`config.mk`:
```
export PLATFORM = sky130hd
export DESIGN_NAME = preg_free_list
export DESIGN_NICKNAME = d
export VERILOG_FILES = /design/src/rtl/preg_free_list.sv
export SDC_FILE = /design/constraint.sdc
export NUM_CORES = 2
export LEC_CHECK = 0
export ABC_AREA = 0
export BUFFER_PORTS_ARGS = -buffer_cell sky130_fd_sc_hd__buf_2
export CORE_MARGIN = 3
export CORE_UTILIZATION = 46
export DETAILED_ROUTE_END_ITERATION = 6
export GPL_TIMING_DRIVEN = 0
export PLACE_DENSITY = 0.67
export SYNTH_ARGS = -nofsm -noshare
export SYNTH_HDL_FRONTEND = slang
export SYNTH_SLANG_ARGS = --single-unit
```
`constraint.sdc`:
```
create_clock -name clk -period 22 [get_ports clk]
set_input_delay 4.4 -clock clk [delete_from_list [all_inputs] [get_ports clk]]
set_output_delay 4.4 -clock clk [all_outputs]
set_load 0.03 [all_outputs]
```
`src/rtl/preg_free_list.sv`:
```
// Physical-register free list: circular FIFO of preg indices, two allocs and two frees per cycle.
// Optional duplicate-free detection is built when FREELIST_DUPCHK_EN is defined.
module preg_free_list #(
  parameter int NUM_PREGS = 128,
  parameter int NUM_AREGS = 32,
  parameter int PREG_W    = 7,
  parameter int DEPTH     = NUM_PREGS - NUM_AREGS
) (
  input  logic              clk,
  input  logic              rst,
  input  logic              alloc_req_1,
  input  logic              alloc_req_2,
  output logic              alloc_grant_1,
  output logic              alloc_grant_2,
  output logic [PREG_W-1:0] alloc_preg_1,
  output logic [PREG_W-1:0] alloc_preg_2,
  input  logic              free_vld_1,
  input  logic [PREG_W-1:0] free_preg_1,
  input  logic              free_vld_2,
  input  logic [PREG_W-1:0] free_preg_2,
  output logic [PREG_W:0]   free_count,
  output logic              empty,
  output logic              almost_empty,
`ifdef FREELIST_DUPCHK_EN
  output logic              dup_err,
`endif
  output logic              overflow_err
);

  localparam int PW = $clog2(DEPTH);

  typedef logic [PW-1:0]   ptr_t;
  typedef logic [PREG_W:0] cnt_t;

  localparam cnt_t DEPTH_C = cnt_t'(DEPTH);
  localparam ptr_t LAST_C  = ptr_t'(DEPTH - 1);

  function automatic ptr_t nxt(input ptr_t p);
    return (p == LAST_C) ? '0 : p + 1'b1;
  endfunction

  logic [PREG_W-1:0] fifo [DEPTH];
  ptr_t head;
  ptr_t tail;
  cnt_t count;

  ptr_t head_1;
  ptr_t head_n;
  ptr_t tail_1;
  ptr_t slot_2;
  ptr_t tail_n;
  cnt_t cnt_g;
  cnt_t cnt_1;
  logic dup_1;
  logic dup_2;
  logic live_1;
  logic live_2;
  logic acc_1;
  logic acc_2;

  assign head_1 = nxt(head);
  assign tail_1 = nxt(tail);

  assign alloc_preg_1 = fifo[head];
  assign alloc_preg_2 = alloc_req_1 ? fifo[head_1] : fifo[head];

  // Lane 2 needs two entries when lane 1 also asks, so an
  // empty-refused lane 1 also blocks lane 2.
  assign alloc_grant_1 = alloc_req_1 && (count >= cnt_t'(1));
  assign alloc_grant_2 = alloc_req_2 &&
    (count >= (alloc_req_1 ? cnt_t'(2) : cnt_t'(1)));

`ifdef FREELIST_DUPCHK_EN
  logic [NUM_PREGS-1:0] in_pool;

  assign dup_1 = in_pool[free_preg_1];
  assign dup_2 = in_pool[free_preg_2] ||
    (free_vld_1 && (free_preg_1 == free_preg_2));
`else
  assign dup_1 = 1'b0;
  assign dup_2 = 1'b0;
`endif

  assign live_1 = free_vld_1 && (free_preg_1 != '0) && !dup_1;
  assign live_2 = free_vld_2 && (free_preg_2 != '0) && !dup_2;

  // Capacity is judged after this cycle's grants have left the pool.
  assign cnt_g = count - cnt_t'(alloc_grant_1) - cnt_t'(alloc_grant_2);
  assign acc_1 = live_1 && (cnt_g < DEPTH_C);
  assign cnt_1 = cnt_g + cnt_t'(acc_1);
  assign acc_2 = live_2 && (cnt_1 < DEPTH_C);

  assign slot_2 = acc_1 ? tail_1 : tail;
  assign tail_n = acc_2 ? nxt(slot_2) : slot_2;

  always_comb begin
    head_n = head;
    unique case (1'b1)
      alloc_grant_1 && alloc_grant_2: head_n = nxt(head_1);
      alloc_grant_1 ^ alloc_grant_2:  head_n = head_1;
      default:                        head_n = head;
    endcase
  end

  always_ff @(posedge clk or posedge rst) begin
    if (rst) begin
      for (int i = 0; i < DEPTH; i++) begin
        fifo[i] <= PREG_W'(NUM_AREGS + i);
      end
      head         <= '0;
      tail         <= '0;
      count        <= DEPTH_C;
      overflow_err <= 1'b0;
    end else begin
      if (acc_1) fifo[tail] <= free_preg_1;
      if (acc_2) fifo[slot_2] <= free_preg_2;
      head  <= head_n;
      tail  <= tail_n;
      count <= cnt_1 + cnt_t'(acc_2);
      if ((live_1 && !acc_1) || (live_2 && !acc_2)) begin
        overflow_err <= 1'b1;
      end
    end
  end

`ifdef FREELIST_DUPCHK_EN
  always_ff @(posedge clk or posedge rst) begin
    if (rst) begin
      for (int i = 0; i < NUM_PREGS; i++) begin
        in_pool[i] <= (i >= NUM_AREGS);
      end
      dup_err <= 1'b0;
    end else begin
      if (alloc_grant_1) in_pool[alloc_preg_1] <= 1'b0;
      if (alloc_grant_2) in_pool[alloc_preg_2] <= 1'b0;
      if (acc_1) in_pool[free_preg_1] <= 1'b1;
      if (acc_2) in_pool[free_preg_2] <= 1'b1;
      if ((free_vld_1 && free_preg_1 != '0 && dup_1) ||
          (free_vld_2 && free_preg_2 != '0 && dup_2)) begin
        dup_err <= 1'b1;
      end
    end
  end
`endif

  assign free_count   = count;
  assign empty        = (count == '0);
  assign almost_empty = (count < cnt_t'(2));

endmodule
```
After elaboration in Yosys (flattened, before gate mapping)
Index checks and enable logic that the tools add are counted.
{"block": "totals", "register_bits": 695, "inputBits": 20, "out_inout_bits": 27, "word_cells": 169}
{"block": "classes", "n_addsub": 8, "n_lt_le_gt_ge": 11, "n_eq_ne": 4, "mux": 23, "n_bitwise": 5, "n_reduce_logical": 18}
{"cell": "672-bit bitwise mux", "n": 2}
{"cell": "672-bit two-way mux", "n": 2}
{"cell": "7-bit binary-select mux with 7-bit select", "n": 2}
{"cell": "7-bit demux with 7-bit select", "n": 2}
{"cell": "7-bit two-way mux", "n": 13}
{"cell": "8-bit >= comparator (second input constant)", "n": 4}
{"cell": "7-bit NOT with 8-bit output", "n": 4}
{"cell": "7-bit by 1-bit adder with 7-bit output (second input constant)", "n": 4}
{"cell": "7-bit equality test (second input constant)", "n": 4}
{"cell": "8-bit by 1-bit adder with 8-bit output", "n": 2}
{"cell": "8-bit by 1-bit less-than comparator with 1-bit output (second input constant)", "n": 2}
{"cell": "8-bit by 7-bit less-than comparator with 1-bit output (second input constant)", "n": 2}
{"cell": "8-bit by 1-bit subtractor with 8-bit output", "n": 2}
{"cell": "7-bit one-hot mux with 2 select lines", "n": 1}
{"cell": "7-bit nonzero test", "n": 2}
{"cell": "1-bit logical AND", "n": 11}
{"cell": "8-bit by 1-bit >= comparator with 1-bit output (second input constant)", "n": 1}
{"cell": "8-bit by 2-bit >= comparator with 1-bit output", "n": 1}
{"cell": "8-bit zero test", "n": 1}
{"cell": "8-bit by 2-bit less-than comparator with 1-bit output (second input constant)", "n": 1}
{"cell": "1-bit zero test", "n": 2}
{"cell": "2-bit two-way mux", "n": 1}
{"cell": "2-bit nonzero test", "n": 1}
{"cell": "1-bit logical OR", "n": 1}
{"cell": "1-bit bitwise XOR", "n": 1}

Depth between registers and ports, before layout
{"block": "depth", "ltp_word": 14, "ltp_mapped": 30, "depth_no_buf": 27}

Least setup slack after synthesis
Ideal clock, no wire load.
{"block": "synth_path", "path_kind": "input to register", "start": "input alloc_req_1", "end": "register count[7], in the netlist free_count[7]", "setup_ns": 0.080, "arrival_ns": 10.240, "t_required_ns": 21.920, "path_slack_ns": 11.680, "stages": 29, "path_buffers": 3, "cell_sequence": "clkbuf_1 inv_1 ha_1 nand2b_1 a211o_1 nand2_1 inv_1 fa_1 inv_1 ha_1 nor3b_4 a21boi_2 o32ai_2 nand2_1 inv_1 ha_1 ha_1 nand2_1 o21a_1 o31ai_2 and2_1 buf_4 buf_2 nor2_1 ha_1 nand3_1 nor4_1 nor2_1 xor2_1"}
{"block": "synth_via", "elab_chain_len": 10, "word_cells_on_any_way": 12, "classes_between": "4 x add/sub; 3 x order compare; 1 x mux; 4 x reduce/logical"}
{"item": "from (decl)", "line": "11", "source": "input logic alloc_req_1,"}
{"item": "2-bit two-way mux (*)", "line": "71", "source": "(count >= (alloc_req_1 ? cnt_t'(2) : cnt_t'(1)));"}
{"item": "8-bit by 2-bit >= comparator with 1-bit output (*)", "line": "71"}
{"item": "1-bit logical AND (*)", "line": "70", "source": "assign alloc_grant_2 = alloc_req_2 &&"}
{"item": "net alloc_grant_2", "line": "14", "source": "output logic alloc_grant_2,"}
{"item": "8-bit by 1-bit subtractor with 8-bit output (*)", "line": "88", "source": "assign cnt_g = count - cnt_t'(alloc_grant_1) - cnt_t'(alloc_grant_2);"}
{"item": "8-bit by 7-bit less-than comparator with 1-bit output", "line": "89", "source": "assign acc_1 = live_1 && (cnt_g < DEPTH_C);"}
{"item": "1-bit logical AND", "line": "89"}
{"item": "8-bit by 1-bit adder with 8-bit output (*)", "line": "90", "source": "assign cnt_1 = cnt_g + cnt_t'(acc_1);"}
{"item": "8-bit by 7-bit less-than comparator with 1-bit output", "line": "91", "source": "assign acc_2 = live_2 && (cnt_1 < DEPTH_C);"}
{"item": "1-bit logical AND", "line": "91"}
{"item": "8-bit by 1-bit adder with 8-bit output (*)", "line": "119", "source": "count <= cnt_1 + cnt_t'(acc_2);"}
{"item": "to (signal assigned)", "line": "119"}
{"item": "to (decl)", "line": "45", "source": "cnt_t count;"}
Mark *: on every way through the listed nets, which the timed path passes. The rest lies on a longest branch.
A chain may end at the register's enable or synchronous reset.

Final worst setup path
{"block": "layout_path", "start": "input alloc_req_1", "end": "register fifo[332] (netlist name)"}
{"block": "layout_via", "elab_chain_len": 14, "word_cells_on_any_way": 21, "classes_between": "3 x add/sub; 5 x order compare; 7 x mux; 1 x bitwise; 5 x reduce/logical"}
{"item": "2-bit two-way mux", "line": "71"}
{"item": "8-bit by 2-bit >= comparator with 1-bit output", "line": "71"}
{"item": "1-bit logical AND", "line": "70"}
{"item": "8-bit by 1-bit subtractor with 8-bit output (*)", "line": "88"}
{"item": "8-bit by 7-bit less-than comparator with 1-bit output", "line": "89"}
{"item": "1-bit logical AND", "line": "89"}
{"item": "7-bit two-way mux", "line": "93", "source": "assign slot_2 = acc_1 ? tail_1 : tail;"}
{"item": "7-bit NOT with 8-bit output (not written as such)", "line": "116", "source": "if (acc_2) fifo[slot_2] <= free_preg_2;"}
{"item": "8-bit >= comparator (not written as such) / 8-bit by 1-bit less-than comparator with 1-bit output (equally long branches)", "line": "116"}
{"item": "1-bit logical AND (not written as such)", "line": "116"}
{"item": "7-bit two-way mux (not written as such)", "line": "116"}
{"item": "7-bit demux with 7-bit select", "line": "116"}
{"item": "672-bit bitwise mux", "line": "116"}
{"item": "672-bit two-way mux (*)", "line": "116"}
{"item": "to (signal, indexed assignment)", "line": "108", "source": "fifo[i] <= PREG_W'(NUM_AREGS + i);"}
{"item": "to (signal, indexed assignment)", "line": "115", "source": "if (acc_1) fifo[tail] <= free_preg_1;"}
{"item": "to (signal, indexed assignment)", "line": "116"}
{"item": "to (decl)", "line": "42", "source": "logic [PREG_W-1:0] fifo [DEPTH];"}
Mark *: on every way between the ends. The rest lies on a longest branch, timed or not.

==> flow_metrics.py <==
metrics = {
    "run_status": {
        "status": "finished with violations",
        "violations": "design-rule violations, max-capacitance violations, max-slew violations",
    },
    "finish": {
        "fill_cells": 9316,
        "utilization_pct": 52.5,
        "layout_commonest_cell": "mux2_2",
        "multi_input_area_um2": 29300,
        "drive_gt1_share_pct": 53.5,
        "layout.nets": 4425,
        "areaGrowthSynthToFinish_pct": 12.4,
        "seqCellArea_um2": 17900,
        "layout_common_cells": "mux2_2 (1340), nand2_1 (608), dfstp_2 (370)",
    },
    "flow_run": {
        "maxCapViolCount": 30,
    },
    "worst_setup_path": {
        "cp-start-kind": "input port",
        "ff2ff_setup_slack_ns": 12.59,
        "critical_path_class": "in2reg",
        "crit_required_ns": 22.60,
        "ff2ff_path_depth": 24,
        "slowest_stage": "clkbuf_1",
        "reg2reg_from": "free_count[2]",
        "crit_fanout": 10,
        "path_delay_family": "buffers and inverters",
        "critPathBufInv": 8,
        "setup.worst_path.end_class": "register",
        "critical_path_arrival_ns": 14.44,
        "cp_slowest_stage_delay_ns": 0.91,
        "worstReg2RegEnd": "fifo[332]",
    },
    "clocking": {
        "cts_sinks": 695,
        "ctsResizeCount": 0,
        "htreeDepth": 3,
        "clk_latency_ns": 0.75,
        "postCtsHoldBufs": 0,
        "cts.path.max_buffers": 3,
        "cts_tree": "yes",
        "cts-buffers-inserted": 86,
        "cts.reportedPaths.clkPinSlew_ns": 0.07,
        "post_cts_buffers": 0,
        "cts-root-buf": "clkbuf_16",
    },
    "worst_hold_path": {
        "hp-start": "fifo[545]",
        "hold_class": "reg2reg",
        "whs_path_depth": 2,
        "whs_endpoint": "fifo[545]",
    },
    "timing": {
        "relSlewSlack_pct": -18.6,
        "setup_ws_ns": 8.17,
        "tns_ns": 0,
        "min_period_over_period_pct": 62.9,
        "fin_crit_ns": 13.83,
        "finalSetupViolations": 0,
        "timing.fmax_ghz": 0.0723,
        "finalHoldViolations": 0,
        "rsz0062_at_grt": "no",
        "skew_ns": 0.0431,
        "holdWs_ns": 0.654,
        "slew_violations": 279,
        "tightest_slew_ns": 1.78,
    },
    "floorplan": {
        "die_w_um": 331,
        "dieArea_um2": 110000,
        "die-height_um": 331,
        "rows": 118,
        "coreArea_um2": 104000,
        "initial_core_util_pct": 46.7,
        "ioPinCount": 47,
    },
    "synthesis": {
        "ys_ff_latch": 695,
        "ys_seq_area_share_pct": 36.7,
        "netlist_area_um2": 48700,
        "yosysWarnings": 0,
        "postSynthAreaPerCell_um2": 11.5,
        "synth_edf_count": 0,
        "ys.flop_type": "dfstp_2",
        "async_reset_ff_share_pct": 100,
        "netlist_instances": 4221,
        "syn-num-nets": 4256,
        "yosysUniqueCellTypes": 90,
    },
    "routing": {
        "via_per_inst": 7.61,
        "ant_nets": 0,
        "wl_mm": 293,
        "firstDrtPassIters": 7,
        "wire_per_inst_um": 49.8,
        "drc": 14,
        "num_vias": 44816,
        "drt_iter0_markers": 7972,
    },
    "placed_design": {
        "dpl_worst_slack_ns": 8.13,
        "port_buffers": 40,
        "gp_congestion": 1.14,
        "hpwl_mm": 210,
    },
    "global_route": {
        "grt_max_degree": 43,
        "grt_usage_pct": 51.7,
        "grt-ovfl-total": 0,
        "grt_pass1_vias": 41096,
        "grt_pass1_wl_mm": 381,
        "antenna_found_initial": 53,
    },
    "pwr": {
        "ir_worst_vdd_v": 0.000133,
        "p_per_area_nw_per_um2": 172,
        "power_w": 0.00940,
        "p_leak_nw": 22.6,
    },
}
cells by family (layout without fill, tap and decap cells):
group | after synthesis | after routing | share of synthesized area [%]
mux | 1659 | 1659 | 43.4
simple gates | 1054 | 1054 | 10.4
flops | 695 | 695 | 36.7
buf+inv | 398 | 640 | 3.25
compound gates | 367 | 367 | 5.31
xor+xnor | 33 | 33 | 0.594
fa+ha+maj | 15 | 15 | 0.401
other cells | 0 | 47 | 0
worst reg2reg max path, stage by stage, from the launching register on:
cell	delay [ns]
dfrtp_1	0.39
buf_4	0.18
nor4_2	0.41
nand2_1	0.21
nor3_1	0.23
nand2b_1	0.18
inv_1	0.10
fa_1	0.64
inv_1	0.07
ha_1	0.24
nor3b_4	0.42
a21boi_2	0.14
o32ai_2	0.82
nand2_1	0.15
inv_1	0.41
ha_1	0.31
ha_1	0.26
nand2_1	0.13
nor4_1	0.25
o31ai_2	0.25
nand2_1	0.52
clkbuf_1	0.72
clkbuf_1	0.92
nand3_1	0.84
mux2_2	0.52
final cells by class:
type | count | share of cell area, %
Antenna cell | 47 | 0.215
Multi-Input combinational cell | 3128 | 53.6
Tap cell | 1380 | 3.16
Clock inverter | 48 | 1.29
Timing Repair Buffer | 81 | 1.65
Buffer | 379 | 2.96
Clock buffer | 113 | 4.38
Sequential cell | 695 | 32.7
Inverter | 19 | 0.137
per-stage QoR:
stage                     cell area [um2]  instances
after floorplan                     48700       4221
after global placement              50600       5641
after detailed placement            51400       5678
after CTS                           54500       5839
after global routing                54600       5850
final                               54700       5890
report_power, final:
group	switching (W)	leakage (nW)	total (W)	internal, W
clock	0.000671	1.52	0.00160	0.000929
sequential	0.000401	8.15	0.00223	0.00183
combinational	0.00389	12.9	0.00557	0.00168
sequential cells by signal, indices dropped and copies added, names as in the netlist:
signal,cells
head,7
tail,7
overflow_err,1
free_count,8
fifo,672
routing by layer:
| layer | up-vias | part of all wire, % | wire length [um] | GRT usage [%] |
|---|---|---|---|---|
| li1 | 16158 | - | - | - |
| met1 | 22753 | 35 | 102000 | 61.2 |
| met2 | 4397 | 39 | 113000 | 67.9 |
| met3 | 1492 | 16 | 46800 | 28.2 |
| met4 | 16 | 10 | 30100 | 42.5 |
| met5 | - | 0.12 | 356 | 2.13 |
cell usage after synthesis (all sizes together) (15+ instances only):
| cell | count | area [um2] |
|---|---|---|
| a211oi | 16 | 130 |
| a21oi | 89 | 449 |
| a22oi | 17 | 151 |
| a31oi | 57 | 357 |
| and3 | 34 | 213 |
| buf | 97 | 453 |
| clkbuf | 282 | 1060 |
| dfrtp | 325 | 8130 |
| dfstp | 370 | 9720 |
| inv | 17 | 63.8 |
| mux2 | 1347 | 15200 |
| mux2i | 87 | 871 |
| mux4 | 225 | 5070 |
| nand2 | 617 | 2340 |
| nand3 | 151 | 756 |
| nand4 | 32 | 200 |
| nor2 | 81 | 314 |
| nor2b | 15 | 93.8 |
| nor3 | 36 | 241 |
| nor4 | 25 | 388 |
| o21ai | 40 | 200 |
| o22ai | 29 | 181 |
| xnor2 | 22 | 193 |
how the worst max path moves through the flow:
stage	endpoint	slack, ns	start	depth (start not counted)
global placement	fifo[30]	3.21	rst	2
finish	fifo[332]	8.17	alloc_req_1	26
CTS	fifo[297]	8.85	alloc_req_1	26
detailed placement	fifo[525]	8.13	alloc_req_1	26
floorplan	fifo[100]	8.39	rst	1
global route	fifo[531]	8.22	alloc_req_1	26
Power figures use the tool's default switching activity.
